`src/rtl/regfile_write_arbiter.sv`:
```
// Round-robin arbiter sharing the register file write port between the ALU (A) and the load/FP unit (B),
// with a pending-write scoreboard for read-after-write hazard detection and a saturating conflict counter.
module regfile_write_arbiter #(
    parameter int DATA_W = 32,
    parameter int ADDR_W = 5,
    parameter int CNT_W  = 16
) (
    input  logic              clk,
    input  logic              rst_n,
    input  logic              a_valid,
    input  logic [ADDR_W-1:0] a_addr,
    input  logic [DATA_W-1:0] a_data,
    output logic              a_ready,
    input  logic              b_valid,
    input  logic [ADDR_W-1:0] b_addr,
    input  logic [DATA_W-1:0] b_data,
    output logic              b_ready,
    output logic              rf_regWrite,
    output logic [ADDR_W-1:0] rf_writeReg,
    output logic [DATA_W-1:0] rf_writeData,
    input  logic              claim_valid,
    input  logic [ADDR_W-1:0] claim_addr,
    input  logic [ADDR_W-1:0] chk_addr1,
    input  logic [ADDR_W-1:0] chk_addr2,
    output logic              chk_busy1,
    output logic              chk_busy2,
    output logic [31:0]       pending,
    output logic [CNT_W-1:0]  conflict_cnt
);

    logic              last_grant_b_q, last_grant_b_d;
    logic              rf_we_q, rf_we_d;
    logic [ADDR_W-1:0] rf_reg_q, rf_reg_d;
    logic [DATA_W-1:0] rf_data_q, rf_data_d;
    logic [31:0]       pending_q, pending_d;
    logic [CNT_W-1:0]  cnt_q, cnt_d;
    logic [31:0]       set_mask, clr_mask;
    logic              grant_a, grant_b;

    // On a tie, the port that did not win last time is granted.
    always_comb begin
        grant_a = a_valid && (!b_valid || last_grant_b_q);
        grant_b = b_valid && (!a_valid || !last_grant_b_q);
    end

    assign a_ready = grant_a;
    assign b_ready = grant_b;

    always_comb begin
        last_grant_b_d = last_grant_b_q;
        rf_we_d        = 1'b0;
        rf_reg_d       = rf_reg_q;
        rf_data_d      = rf_data_q;
        if (grant_a) begin
            last_grant_b_d = 1'b0;
            rf_we_d        = (a_addr != '0);
            rf_reg_d       = a_addr;
            rf_data_d      = a_data;
        end else if (grant_b) begin
            last_grant_b_d = 1'b1;
            rf_we_d        = (b_addr != '0);
            rf_reg_d       = b_addr;
            rf_data_d      = b_data;
        end
    end

    // A fresh claim beats the clear from a write landing on the same edge.
    always_comb begin
        set_mask  = '0;
        clr_mask  = '0;
        if (claim_valid && (claim_addr != '0)) begin
            set_mask = 32'd1 << claim_addr;
        end
        if (rf_we_q) begin
            clr_mask = 32'd1 << rf_reg_q;
        end
        pending_d = ((pending_q & ~clr_mask) | set_mask) & ~32'd1;
    end

    always_comb begin
        cnt_d = cnt_q;
        if (a_valid && b_valid && (cnt_q != '1)) begin
            cnt_d = cnt_q + CNT_W'(1);
        end
    end

    always_ff @(posedge clk or negedge rst_n) begin
        if (!rst_n) begin
            last_grant_b_q <= 1'b1;
            rf_we_q        <= 1'b0;
            rf_reg_q       <= '0;
            rf_data_q      <= '0;
            pending_q      <= '0;
            cnt_q          <= '0;
        end else begin
            last_grant_b_q <= last_grant_b_d;
            rf_we_q        <= rf_we_d;
            rf_reg_q       <= rf_reg_d;
            rf_data_q      <= rf_data_d;
            pending_q      <= pending_d;
            cnt_q          <= cnt_d;
        end
    end

    assign rf_regWrite  = rf_we_q;
    assign rf_writeReg  = rf_reg_q;
    assign rf_writeData = rf_data_q;
    assign pending      = pending_q;
    assign conflict_cnt = cnt_q;
    assign chk_busy1    = pending_q[chk_addr1];
    assign chk_busy2    = pending_q[chk_addr2];

endmodule

```
`config.mk`:
```
export PLATFORM = sky130hd
export DESIGN_NAME = regfile_write_arbiter
export DESIGN_NICKNAME = d
export VERILOG_FILES = /design/src/rtl/regfile_write_arbiter.sv
export SDC_FILE = /design/constraint.sdc
export NUM_CORES = 1
export LEC_CHECK = 0
export BUFFER_PORTS_ARGS = -buffer_cell sky130_fd_sc_hd__clkbuf_2
export CAP_MARGIN = 20
export CORE_AREA = 5 5 101 103
export CTS_CLUSTER_DIAMETER = 50
export DETAILED_ROUTE_END_ITERATION = 16
export DIE_AREA = 0 0 106 108
export GPL_ROUTABILITY_DRIVEN = 0
export PLACE_DENSITY = 0.95
export REMOVE_ABC_BUFFERS = 1
export SLEW_MARGIN = 25
export SYNTH_ARGS = -nofsm -noshare
export SYNTH_HDL_FRONTEND = slang
export SYNTH_SLANG_ARGS = --single-unit
```
`constraint.sdc`:
```
create_clock -name clk -period 2.8 [get_ports clk]
set_input_delay 0 -clock clk [delete_from_list [all_inputs] [get_ports clk]]
set_output_delay 0 -clock clk [all_outputs]
set_load 0.01 [all_outputs]
```
**Yosys cells after proc, flatten, opt, wreduce, memory -nomap -nowiden**

Cells that the tools add are included.

- Flip-flop bits (word level): 86
- Bits in latches: 0
- Memory bits (writable): 0
- Memory bits (read-only): 0
- Bits of input ports: 94
- Logic and storage cells: 43
- Memories: 0

- Add/subtract/negate cells: 1
- Multiply operators: 0
- Divide/modulo/power cells: 0
- Magnitude comparators: 2
- Eq/ne operators: 1
- Shifts and indexed selects: 2
- Mux-type cells: 14
- Bitwise operators: 3
- Reduce and logical (&&, ||, !) cells: 14

Operators by type and width:

| cell | count |
|---|---|
| $mux W32 | 4 |
| $shl A1 B5 Y32 const A | 2 |
| $and A32 B32 Y32 | 1 |
| $not A32 Y32 | 1 |
| $or A32 B32 Y32 | 1 |
| $add A16 B1 Y16 const B | 1 |
| $ne A16 B16 Y1 const B | 1 |
| $reduce_bool A5 Y1 | 3 |
| $lt A5 B6 Y1 const B | 2 |
| $bmux W1 S5 | 2 |
| $mux W5 | 2 |
| $mux W1 | 6 |
| $logic_and A1 B1 Y1 | 5 |
| $logic_not A1 Y1 | 3 |
| $logic_or A1 B1 Y1 | 2 |
| $reduce_bool A2 Y1 | 1 |

**Longest topological paths before layout**

Gate-level depths: netlist of run 1.

- Word-level depth: 5
- Depth in mapped cells: 7

**Worst setup path before layout of run 1**

Ideal clock, no wire load.

- Path type: register to register
- Start: register cnt_q[0] (netlist: conflict_cnt[0])
- End: register cnt_q[1] (netlist: conflict_cnt[1])
- Library setup time: 0.128 ns
- Data arrival time: 1.534 ns
- Required time: 2.672 ns
- Path slack: 1.138 ns
- Stages on the path, launching flop included: 6
- Period minus slack after synthesis: 1.662 ns
- Cells stage by stage: dfrtp_1 ha_1 and4_1 nand2_1 o21ai_1 mux2_1

- Longest elaborated chain between the ends: 2

RTL lines:

| element | RTL line | source |
|---|---|---|
| from (decl) | 36 | `logic [CNT_W-1:0] cnt_q, cnt_d;` |
| from (signal assigned) | 101 | `cnt_q <= cnt_d;` |
| parallel branches: the longest is 2 deep, another holds $add A16 B1 Y16 | n/a |  |

Parallel ways; which one is timed is not known.
A chain may end at the register's enable or synchronous reset.

**Final worst setup path of run 1**

- Start: register last_grant_b_q
- End: register rf_data_q[19] (netlist: rf_writeData[19])

- Longest elaborated chain between the ends: 4

RTL lines:

| element | RTL line | source |
|---|---|---|
| from (decl) | 31 | `logic last_grant_b_q, last_grant_b_d;` |
| from (signal assigned) | 96 | `last_grant_b_q <= last_grant_b_d;` |
| $logic_not A1 Y1 | 43 | `grant_b = b_valid && (!a_valid \|\| !last_grant_b_q);` |
| $logic_or A1 B1 Y1 | 43 |  |
| $logic_and A1 B1 Y1 | 43 |  |
| $reduce_bool A2 Y1 (no source line) | n/a |  |
| to (signal assigned) | 99 | `rf_data_q <= rf_data_d;` |
| to (decl) | 34 | `logic [DATA_W-1:0] rf_data_q, rf_data_d;` |

Several ways; a longest one is shown, not always the timed one.

==> results of run 1 <==
## final cells by class
class,instances,area [um2]
multi-input cells,363,2300
inverters,38,143
clock inverters,5,83.8
clock buffers,10,128
fillers,587,2460
flip-flops and latches,86,2150
well taps,111,139
repair buffers,261,1700
## sequential cells by signal, summed over array words and instances, names as in the netlist
signal	flops
conflict_cnt	16
last_grant_b_q	1
pending	31
rf_regWrite	1
rf_writeData	32
rf_writeReg	5
## synthesized netlist by cell type, drive strengths merged, types with 8 or more instances
cell type	number	area (um2)
inv	38	143
nand3	16	80.1
o21ai	68	340
o22ai	32	200
a31oi	32	200
nand2b	8	50.1
xnor2	15	131
buf	20	110
nand2	20	77.6
nor2	40	150
dfrtp	85	2130
clkbuf	12	45.0
a21oi	38	190
nand4	13	96.3
mux2i	23	230
## power groups by stage
stage	combinational [mW]	sequential (mW)	clock, mW
after floorplan	0.618	2.04	0
after detailed placement	1.45	1.97	0
after global routing	1.79	2.02	1.01
final	1.65	1.97	0.955
after global placement	1.40	1.94	0
after CTS	1.59	1.95	0.969
## final timing paths
check | start | endpoint | slack [ps]
max | last_grant_b_q | rf_writeData[19] | 120
min | a_addr[4] | rf_regWrite | 50
max reg2reg | last_grant_b_q | rf_writeData[19] | 120
min reg2reg | conflict_cnt[13] | conflict_cnt[13] | 510
max in group asynchronous | rst_n | rf_writeData[21] | 1990
min in group asynchronous | rst_n | conflict_cnt[11] | 260
## logic make-up (layout without fill, tap and decap cells)
| family | after synthesis | in the layout |
|---|---|---|
| buffers and inverters | 70 | 314 |
| and+or+nand+nor | 125 | 125 |
| xor gates and xnor gates | 15 | 15 |
| adders and majority gates | 1 | 1 |
| DFF | 86 | 86 |
| other | 1 | 1 |
| muxes | 30 | 30 |
| AOI/OAI and AO/OA | 191 | 191 |
## per-stage QoR
step / power (mW) / hold slack, ps / util / worst slack [ps] / instance area [um2]
after floorplan: 2.66 / -296 / - / 826 / 4600
after global placement: 3.34 / 247 / 0.624 / 984 / 5680
after detailed placement: 3.42 / 263 / 0.624 / 857 / 5680
after CTS: 4.51 / 13.7 / 0.729 / 358 / 6640
after global routing: 4.82 / 66.6 / 0.730 / 37.7 / 6650
final: 4.58 / 46.5 / 0.730 / 121 / 6650
## worst max-delay path: stages, from the launching register on
cell           delay, ps
dfstp_2              520
buf_4                340
nand2_2              180
nand2_1              160
buf_4                390
o22ai_1              180
a31oi_1              240
dlygate4sd3_1        600
## metal layers
| layer | part of all wire | vias up | wire length [um] |
|---|---|---|---|
| li1 | - | 2385 | - |
| met1 | 0.36 | 2575 | 6380 |
| met2 | 0.48 | 470 | 8460 |
| met3 | 0.12 | 75 | 2180 |
| met4 | 0.039 | 0 | 682 |
| met5 | 0 | - | 0 |
==> summary.txt, run 1 <==
Global routing
  • Met2 usage: 0.534
  • Grt ovf: 0
  • GR peak layer: met2
  • GRT Util Overall: 0.311
  • Initial antenna violation count: 0
  • First-pass GRT wire length: 28.5 mm
  • Met1 usage: 0.366
  • GR Util met3: 0.0925
  • Pin count of the biggest net entering global routing: 87
  • Vias in the first global route: approximately 5600

Setup path
  • Setup crit end kind: flop
  • Crit Path Class: reg2reg
  • CP Launch Type: flop
  • Worst R2R Path Depth: 7
  • WP data arrival: approximately 3000 ps
  • Worst-path fanout max: 37
  • WP data required: approximately 3000 ps

Timing
  • Setup Skew: about 9.4 ps
  • Final max-slew violation count: 0
  • Fin. Hold Viols: 0
  • Slew @ Worst Pin: around 770 ps
  • Slew headroom: 0.483
  • Endpoints failing setup: 0
  • TNS Setup: 0 ps
  • RSZ-0062 raised after global routing: false
  • Fin crit period: ~2700 ps
  • Final period util: 0.957
  • Max frequency: 373 MHz

Final layout
  • Final nets: ~850
  • Area grow syn2layout: 39.9%
  • Most common cell after layout, fill and taps aside: clkbuf_2
  • Layout cell share with drive strength beyond 1: 0.291
  • Most frequent cells in the layout: clkbuf_2, dfrtp_1, dlygate4sd3_1
  • Diode count: 0
  • Post-Layout Cell Count: slightly below 900

Power and ir drop
  • Clock network fraction of total power: 0.209
  • Sw Share: 0.377
  • Comb power frac: 0.360
  • Pint: 2.85 mW
  • Max VDD drop: approximately 0.38 mV
  • Sequential share of power: 0.431
  • Switching power total: between 1.5 and 2 mW
  • Cell Pwr Density: 689 mW/mm2
  • Leakage: around 3.1 nW

Logic synthesis
  • Post-synthesis compound-gate area fraction: 0.235
  • Largest family of logic cells by synthesized area: compound AO/OA/AOI/OAI gates
  • FFs w/ async S/R, synth: 1.00
  • Synth Instances: about 520
  • Mapped Area: 0.00475 mm2
  • Simple-Gate Fraction of Synth Area: 0.138
  • Post-synth EDFFs: 0
  • Synth Flop Type: dfrtp_1
  • Avg Inst Size Synth: 9.15 um2
  • Register area share after synthesis: 0.453
  • Mux share of post-synthesis cell area: 0.0793
  • Synth unique cells: 48
  • Yosys warning total: 0
  • FF+latch count, synth: 86
  • Synth Area in XOR/XNOR: 0.0277
  • Synth Area in Adders: 0.00263

Run
  • Maxcap violations: 0

Detailed routing
  • Via/cell ratio: between 6 and 7
  • Initial DRC Count: between 600 and 700
  • Routed via count: between 5000 and 6000
  • Drc violations: 0
  • WL per Instance: around 20 um
  • First-pass DRT Iterations: 6
  • Post-Route WL: approximately 18 mm
  • Final antenna-violating net count: 0

Placement
  • Dpl cells: between 700 and 800
  • Port bufs: about 180
  • Post-DP HPWL: 10.6 mm

Clock network
  • CTS sink count: 86
  • Clk root buf: clkbuf_8
  • Htree depth: 3
  • Clock buffer depth: 2
  • Total CTS buffers: 9
  • Cts hold-fix bufs: 75
  • TritonCTS clock tree: done
  • Worst-path clk slew: around 90 ps
  • Post-CTS Setup Inserts: 0
  • Post-CTS Resized: 0
  • Worst-Skew Late Latency: between 300 and 400 ps

Floorplan
  • Rows: 35
  • Core area: 0.00911 mm2
  • Initial Util: 0.522
  • Die Y: between 100 and 150 um
  • I/O pins: 184
  • Die X: 106 um
  • Die Area: between 0.01 and 0.015 mm2

Min path
  • Hold crit path type: in2reg
  • Hold Path Depth: 4

Outcome
  • Status: complete, no violations
Power figures use the tool's default switching activity.
==> inputs of run 2 (changes only) <==
--- a/config.mk
+++ b/config.mk
@@ -5,14 +5,14 @@
 export SDC_FILE = /design/constraint.sdc
 export NUM_CORES = 1
 export LEC_CHECK = 0
-export BUFFER_PORTS_ARGS = -buffer_cell sky130_fd_sc_hd__clkbuf_2
 export CAP_MARGIN = 20
-export CORE_AREA = 5 5 101 103
+export CORE_AREA = 2 2 94 96
 export CTS_CLUSTER_DIAMETER = 50
 export DETAILED_ROUTE_END_ITERATION = 16
-export DIE_AREA = 0 0 106 108
+export DIE_AREA = 0 0 96 98
+export DONT_BUFFER_PORTS = 1
 export GPL_ROUTABILITY_DRIVEN = 0
-export PLACE_DENSITY = 0.95
+export PLACE_DENSITY = 0.87
 export REMOVE_ABC_BUFFERS = 1
 export SLEW_MARGIN = 25
 export SYNTH_ARGS = -nofsm -noshare
==> constraint.sdc (replaced) <==
create_clock -name clk -period 2.4 [get_ports clk]
set_input_delay 0 -clock clk [delete_from_list [all_inputs] [get_ports clk]]
set_output_delay 0 -clock clk [all_outputs]
set_load 0.01 [all_outputs]
==> run 2 against run 1 <==
Effect of this change: non-clock buffer count is 168 lower; largest power group unchanged; cell area is 11% lower; sequential share of layout area is 4.1 points higher; global-route usage is 2.2 points higher; critical endpoint is now rf_writeData[12]; critical path type unchanged; clock power is 16% higher; setup slack better by 81 ps.
==> summary.txt, run 2 (same netlist as run 1, synthesis figures left out) <==
Setup path
  • Crit Path Class: reg2reg
  • Worst-path fanout max: 39
  • Critical path, cell by cell: nand2_2 > nand2_1 > buf_4 > o22ai_1 > a31oi_1 > dlygate4sd3_1
  • WP data required: between 2000 and 3000 ps
  • CP max stage cell: dfstp_2
  • R2R setup slack: just over 200 ps
  • Setup crit end kind: flop
  • CP Launch Type: flop
  • CP peak stage delay: 570 ps
  • WP data arrival: around 2500 ps

Clock network
  • Htree depth: 3
  • Clock buffer depth: 2
  • Worst-path clk slew: about 90 ps
  • Total CTS buffers: 9
  • CTS sink count: 86
  • Clk root buf: clkbuf_8
  • Worst-Skew Late Latency: between 300 and 400 ps
  • TritonCTS clock tree: done

Power and ir drop
  • Cell Pwr Density: around 840 mW/mm2
  • Leakage: approximately 2.4 nW
  • Max VDD drop: between 0.4 and 0.5 mV

Timing
  • Final max-slew violation count: 0
  • Post-route setup slack: 202 ps
  • Slew @ Worst Pin: about 640 ps
  • Max frequency: between 400 and 500 MHz
  • Slew headroom: 0.568
  • TNS Setup: 0 ps
  • Fin crit period: ~2200 ps
  • Setup Skew: approximately 15 ps
  • Final period util: 0.916
  • Endpoints failing setup: 0
  • Fin. Hold Viols: 0
  • RSZ-0062 raised after global routing: false

Min path
  • Hold crit path type: in2reg

Detailed routing
  • WL met3: between 1.5 and 2 mm
  • WL per Instance: around 23 um
  • WL met2: roughly 7.6 mm
  • Highest metal used: met4
  • Initial DRC Count: around 330
  • Post-Route WL: ~16 mm
  • Routed via count: about 4800
  • First-pass DRT Iterations: 5
  • Final antenna-violating net count: 0
  • Drc violations: 0
  • Via/cell ratio: 6.87
  • Wl on met1: between 5 and 6 mm

Final layout
  • Final nets: a little under 700
  • Most frequent cells in the layout: dlygate4sd3_1, dfrtp_1, o21ai_0
  • Most common cell after layout, fill and taps aside: dlygate4sd3_1
  • Max reg flops: 32
  • Diode count: 0
  • Area grow syn2layout: 24.3%
  • Layout cell share with drive strength beyond 1: 0.0671

Floorplan
  • Die Area: around 0.0094 mm2
  • Die X: about 96 um
  • Die Y: 98 um
  • Initial Util: 0.561
  • Rows: 34
  • I/O pins: 184
  • Core area: ~0.0085 mm2

Placement
  • Post-DP HPWL: ~9.1 mm
  • Pre-CTS setup slack: roughly 530 ps
  • Port bufs: 0

Outcome
  • Status: complete, no violations

Global routing
  • First-pass GRT wire length: 24.3 mm
  • Grt ovf: 0
  • Initial antenna violation count: 0
  • Pin count of the biggest net entering global routing: 87
  • Vias in the first global route: approximately 4900
  • GRT Util Overall: 0.333

Run
  • Maxcap violations: 0
[run 2: changes by cell type in the layout (fill, tap and decap cells not counted)]
cell / delta
inv_6: -1
clkinv_4: +1
buf_4: -3
buf_16: +2
buf_6: -1
clkbuf_2: -180
clkbuf_1: +1
dlygate4sd3_1: +14
[run 2: through the flow]
| stage | area [um2] | hold slack (ps) | util | power [mW] | cells |
|---|---|---|---|---|---|
| detailed placement | 4750 | -293 | 0.561 | 3.50 | 597 |
| CTS | 5910 | 14.4 | 0.698 | 4.88 | 704 |
| floorplan | 4600 | -296 | - | 3.10 | 487 |
| global placement | 4750 | -292 | 0.561 | 3.40 | 597 |
| global route | 5910 | 29.2 | 0.698 | 5.21 | 704 |
| finish | 5910 | 54.4 | 0.698 | 4.97 | 704 |
[run 2: layout make-up]
cell class              count  area [um2]
fillers                   571        2560
repair buffers             93         961
clock buffers              11         131
inverters                  38         143
flip-flops and latches     86        2150
well taps                 108         135
multi-input cells         363        2300
clock inverters             5        83.8
[run 2: power by group]
part           total (mW)  switching [mW]  leakage [nW]  internal (mW)
Sequential           2.60           0.765         0.999           1.84
Combinational        1.26           0.615          1.29          0.650
Clock                1.11           0.519        0.0998          0.590
Total                4.97            1.90          2.39           3.08
[run 2: final timing paths]
kind                       depth (start not counted)               end            from
min in group asynchronous                          2  conflict_cnt[15]           rst_n
setup reg to reg                                   6  rf_writeData[12]  last_grant_b_q
setup / recovery                                   6  rf_writeData[12]  last_grant_b_q
max in group asynchronous                          2    last_grant_b_q           rst_n
hold reg to reg                                    2    last_grant_b_q  last_grant_b_q
hold / removal                                     3   conflict_cnt[2]         b_valid
[run 2: what timing repair did]
action,in CTS,in global routing
resized for setup,0,0
setup buffers,0,0
endpoints found under the hold margin,159,0
hold buffers,91,0
[run 2: per-layer routing]
layer	track usage	vias to the layer above
li1	-	2047
met1	0.380	2268
met2	0.546	437
met3	0.109	86
met4	0.180	0
met5	0	-
[run 2: worst max-delay path: cells and delay by family (launching register included)]
| family | cells | cell delay, ps |
|---|---|---|
| AOI/OAI and AO/OA | 2 | 410 |
| buffers and inverters | 2 | 950 |
| DFF | 1 | 570 |
| and+or+nand+nor | 2 | 210 |
==> inputs of run 3 (changes only) <==
--- a/config.mk
+++ b/config.mk
@@ -6,10 +6,10 @@
 export NUM_CORES = 1
 export LEC_CHECK = 0
 export CAP_MARGIN = 20
-export CORE_AREA = 2 2 94 96
+export CORE_AREA = 5 5 97 99
 export CTS_CLUSTER_DIAMETER = 50
 export DETAILED_ROUTE_END_ITERATION = 16
-export DIE_AREA = 0 0 96 98
+export DIE_AREA = 0 0 102 104
 export DONT_BUFFER_PORTS = 1
 export GPL_ROUTABILITY_DRIVEN = 0
 export PLACE_DENSITY = 0.87
==> run 3 against run 2 <==
Effect of this change: the flow now finishes with violations (DRC); final cell count is 0.14% lower; via count is 1.9% lower; wire length is 1.4% higher; clock skew is 1.7 ps lower; setup slack better by 8.3 ps; maximum frequency is 0.38% higher; largest cell class unchanged; highest routed layer unchanged.
==> summary.txt, run 3 (same netlist as run 1, synthesis figures left out) <==
Clock network
  • Total CTS buffers: 9
  • Worst-path clk slew: 90 ps
  • TritonCTS clock tree: done
  • Htree depth: 3
  • Post-CTS Resized: 0
  • Post-CTS Setup Inserts: 0
  • Worst-Skew Late Latency: between 300 and 400 ps
  • Clock buffer depth: 2
  • CTS sink count: 86
  • Cts hold-fix bufs: 90
  • Clk root buf: clkbuf_8

Floorplan
  • Core area: approximately 0.0085 mm2
  • I/O pins: 184
  • Rows: 34
  • Initial Util: 0.561
  • Die Area: 0.0106 mm2
  • Die X: roughly 100 um
  • Die Y: 104 um

Timing
  • Final period util: 0.912
  • RSZ-0062 raised after global routing: false
  • Slew headroom: 0.653
  • Fin. Hold Viols: 0
  • Max frequency: roughly 460 MHz
  • Endpoints failing setup: 0
  • TNS Setup: 0 ps
  • Slew @ Worst Pin: between 500 and 600 ps
  • Final max-slew violation count: 0
  • Setup Skew: about 14 ps
  • Fin crit period: roughly 2200 ps

Min path
  • Hold crit path type: in2reg
  • Hold Path Depth: 3

Setup path
  • Reg-to-Reg Start: last_grant_b_q
  • Setup crit end kind: flop
  • End point of the critical path: rf_writeData[4]
  • R2R setup slack: 210 ps
  • Worst R2R Path Depth: 6
  • Worst-path fanout max: 39
  • Capture point of the worst reg-to-reg path: rf_writeData[4]
  • Critical path, cell by cell: nand2_2 > nand2_1 > buf_4 > o22ai_1 > a31oi_1 > dlygate4sd3_1
  • CP max stage cell: dlygate4sd3_1
  • CP Launch Type: flop
  • WP data required: about 2700 ps
  • CP peak stage delay: ~610 ps
  • WP data arrival: 2480 ps
  • Crit Path Class: reg2reg
  • Worst Setup SP: last_grant_b_q

Global routing
  • Pin count of the biggest net entering global routing: 94
  • Grt ovf: 0
  • GRT Util Overall: 0.300
  • Initial antenna violation count: 0
  • First-pass GRT wire length: approximately 25 mm
  • Vias in the first global route: 4890

Detailed routing
  • Routed via count: around 4700
  • First-pass DRT Iterations: 12
  • Post-Route WL: ~16 mm
  • Drc violations: 1
  • Via/cell ratio: between 6 and 7
  • Final antenna-violating net count: 0
  • Initial DRC Count: roughly 340
  • WL per Instance: 23.0 um

Placement
  • Post-DP HPWL: roughly 9.7 mm
  • Post-DP Area: about 0.0047 mm2
  • Port bufs: 0

Final layout
  • Most frequent cells in the layout: dlygate4sd3_1, dfrtp_1, o21ai_0
  • Area grow syn2layout: 23.4%
  • Diode count: 0
  • Max reg flops: 32
  • Final nets: between 600 and 700
  • Most common cell after layout, fill and taps aside: dlygate4sd3_1
  • Final instance area: 0.00586 mm2
  • Layout cell share with drive strength beyond 1: 0.0706
  • Post-layout util: 0.692
  • Fillers: 558

Power and ir drop
  • Cell Pwr Density: between 800 and 900 mW/mm2
  • Leakage: around 2.4 nW
  • Switching power total: 1.91 mW
  • Max VDD drop: ~0.38 mV
  • Comb power frac: 0.261
  • Sequential share of power: 0.542
  • Sw Share: 0.400
  • Pint: between 2 and 3 mW
  • Clock network fraction of total power: 0.197

Run
  • Maxcap violations: 0

Outcome
  • Failing checks: DRC
  • Status: finished with violations
run 3: worst max-delay path, delay by kind of cell (launching register included):
family / cells / cell delay, ps
AOI/OAI and AO/OA: 2 / 370
buffers and inverters: 2 / 990
DFF: 1 / 560
and+or+nand+nor: 2 / 200
run 3: per-layer routing:
metal  track usage  up-vias  wire length, um
met4         0.128        0              590
met1         0.354     2255             5660
met5             0        -                0
li1              -     2042                -
met3         0.105       55             2180
met2         0.487      394             7720
run 3: metrics by stage:
stage / hold slack, ps / total power [mW] / instances / worst slack [ps]
floorplan: -296 / 3.10 / 487 / 426
global placement: -292 / 3.41 / 597 / 618
detailed placement: -292 / 3.49 / 597 / 518
CTS: 2.74 / 4.69 / 703 / 340
global route: 23.8 / 5.01 / 703 / 85.6
finish: 36.8 / 4.77 / 703 / 210
run 3: final cells by class:
cell class,instances,area (um2),share of cell area
inverter,38,143,0.0243
tap,108,135,0.0231
timing repair buffer,92,951,0.162
multi-input combinational,363,2300,0.392
clock inverter,7,55.1,0.00939
clock buffer,9,124,0.0211
sequential,86,2150,0.367
run 3: how the worst min path moves through the flow:
stage	from	slack, ps	end
after floorplan	rst_n	-300	conflict_cnt[0]
after global placement	rst_n	-290	conflict_cnt[15]
after detailed placement	rst_n	-290	pending[13]
after CTS	b_valid	3	conflict_cnt[2]
after global routing	b_valid	20	conflict_cnt[2]
final	b_valid	40	conflict_cnt[2]
run 3: power by group through the flow:
| stage | Combinational [mW] | Sequential, mW | Clock (mW) |
|---|---|---|---|
| 2_1_floorplan | 0.721 | 2.38 | 0 |
| 3_3_place_gp | 0.848 | 2.56 | 0 |
| 3_5_place_dp | 0.908 | 2.59 | 0 |
| 4_1_cts | 1.18 | 2.56 | 0.954 |
| 5_1_grt | 1.36 | 2.63 | 1.02 |
| 6_report | 1.25 | 2.59 | 0.942 |
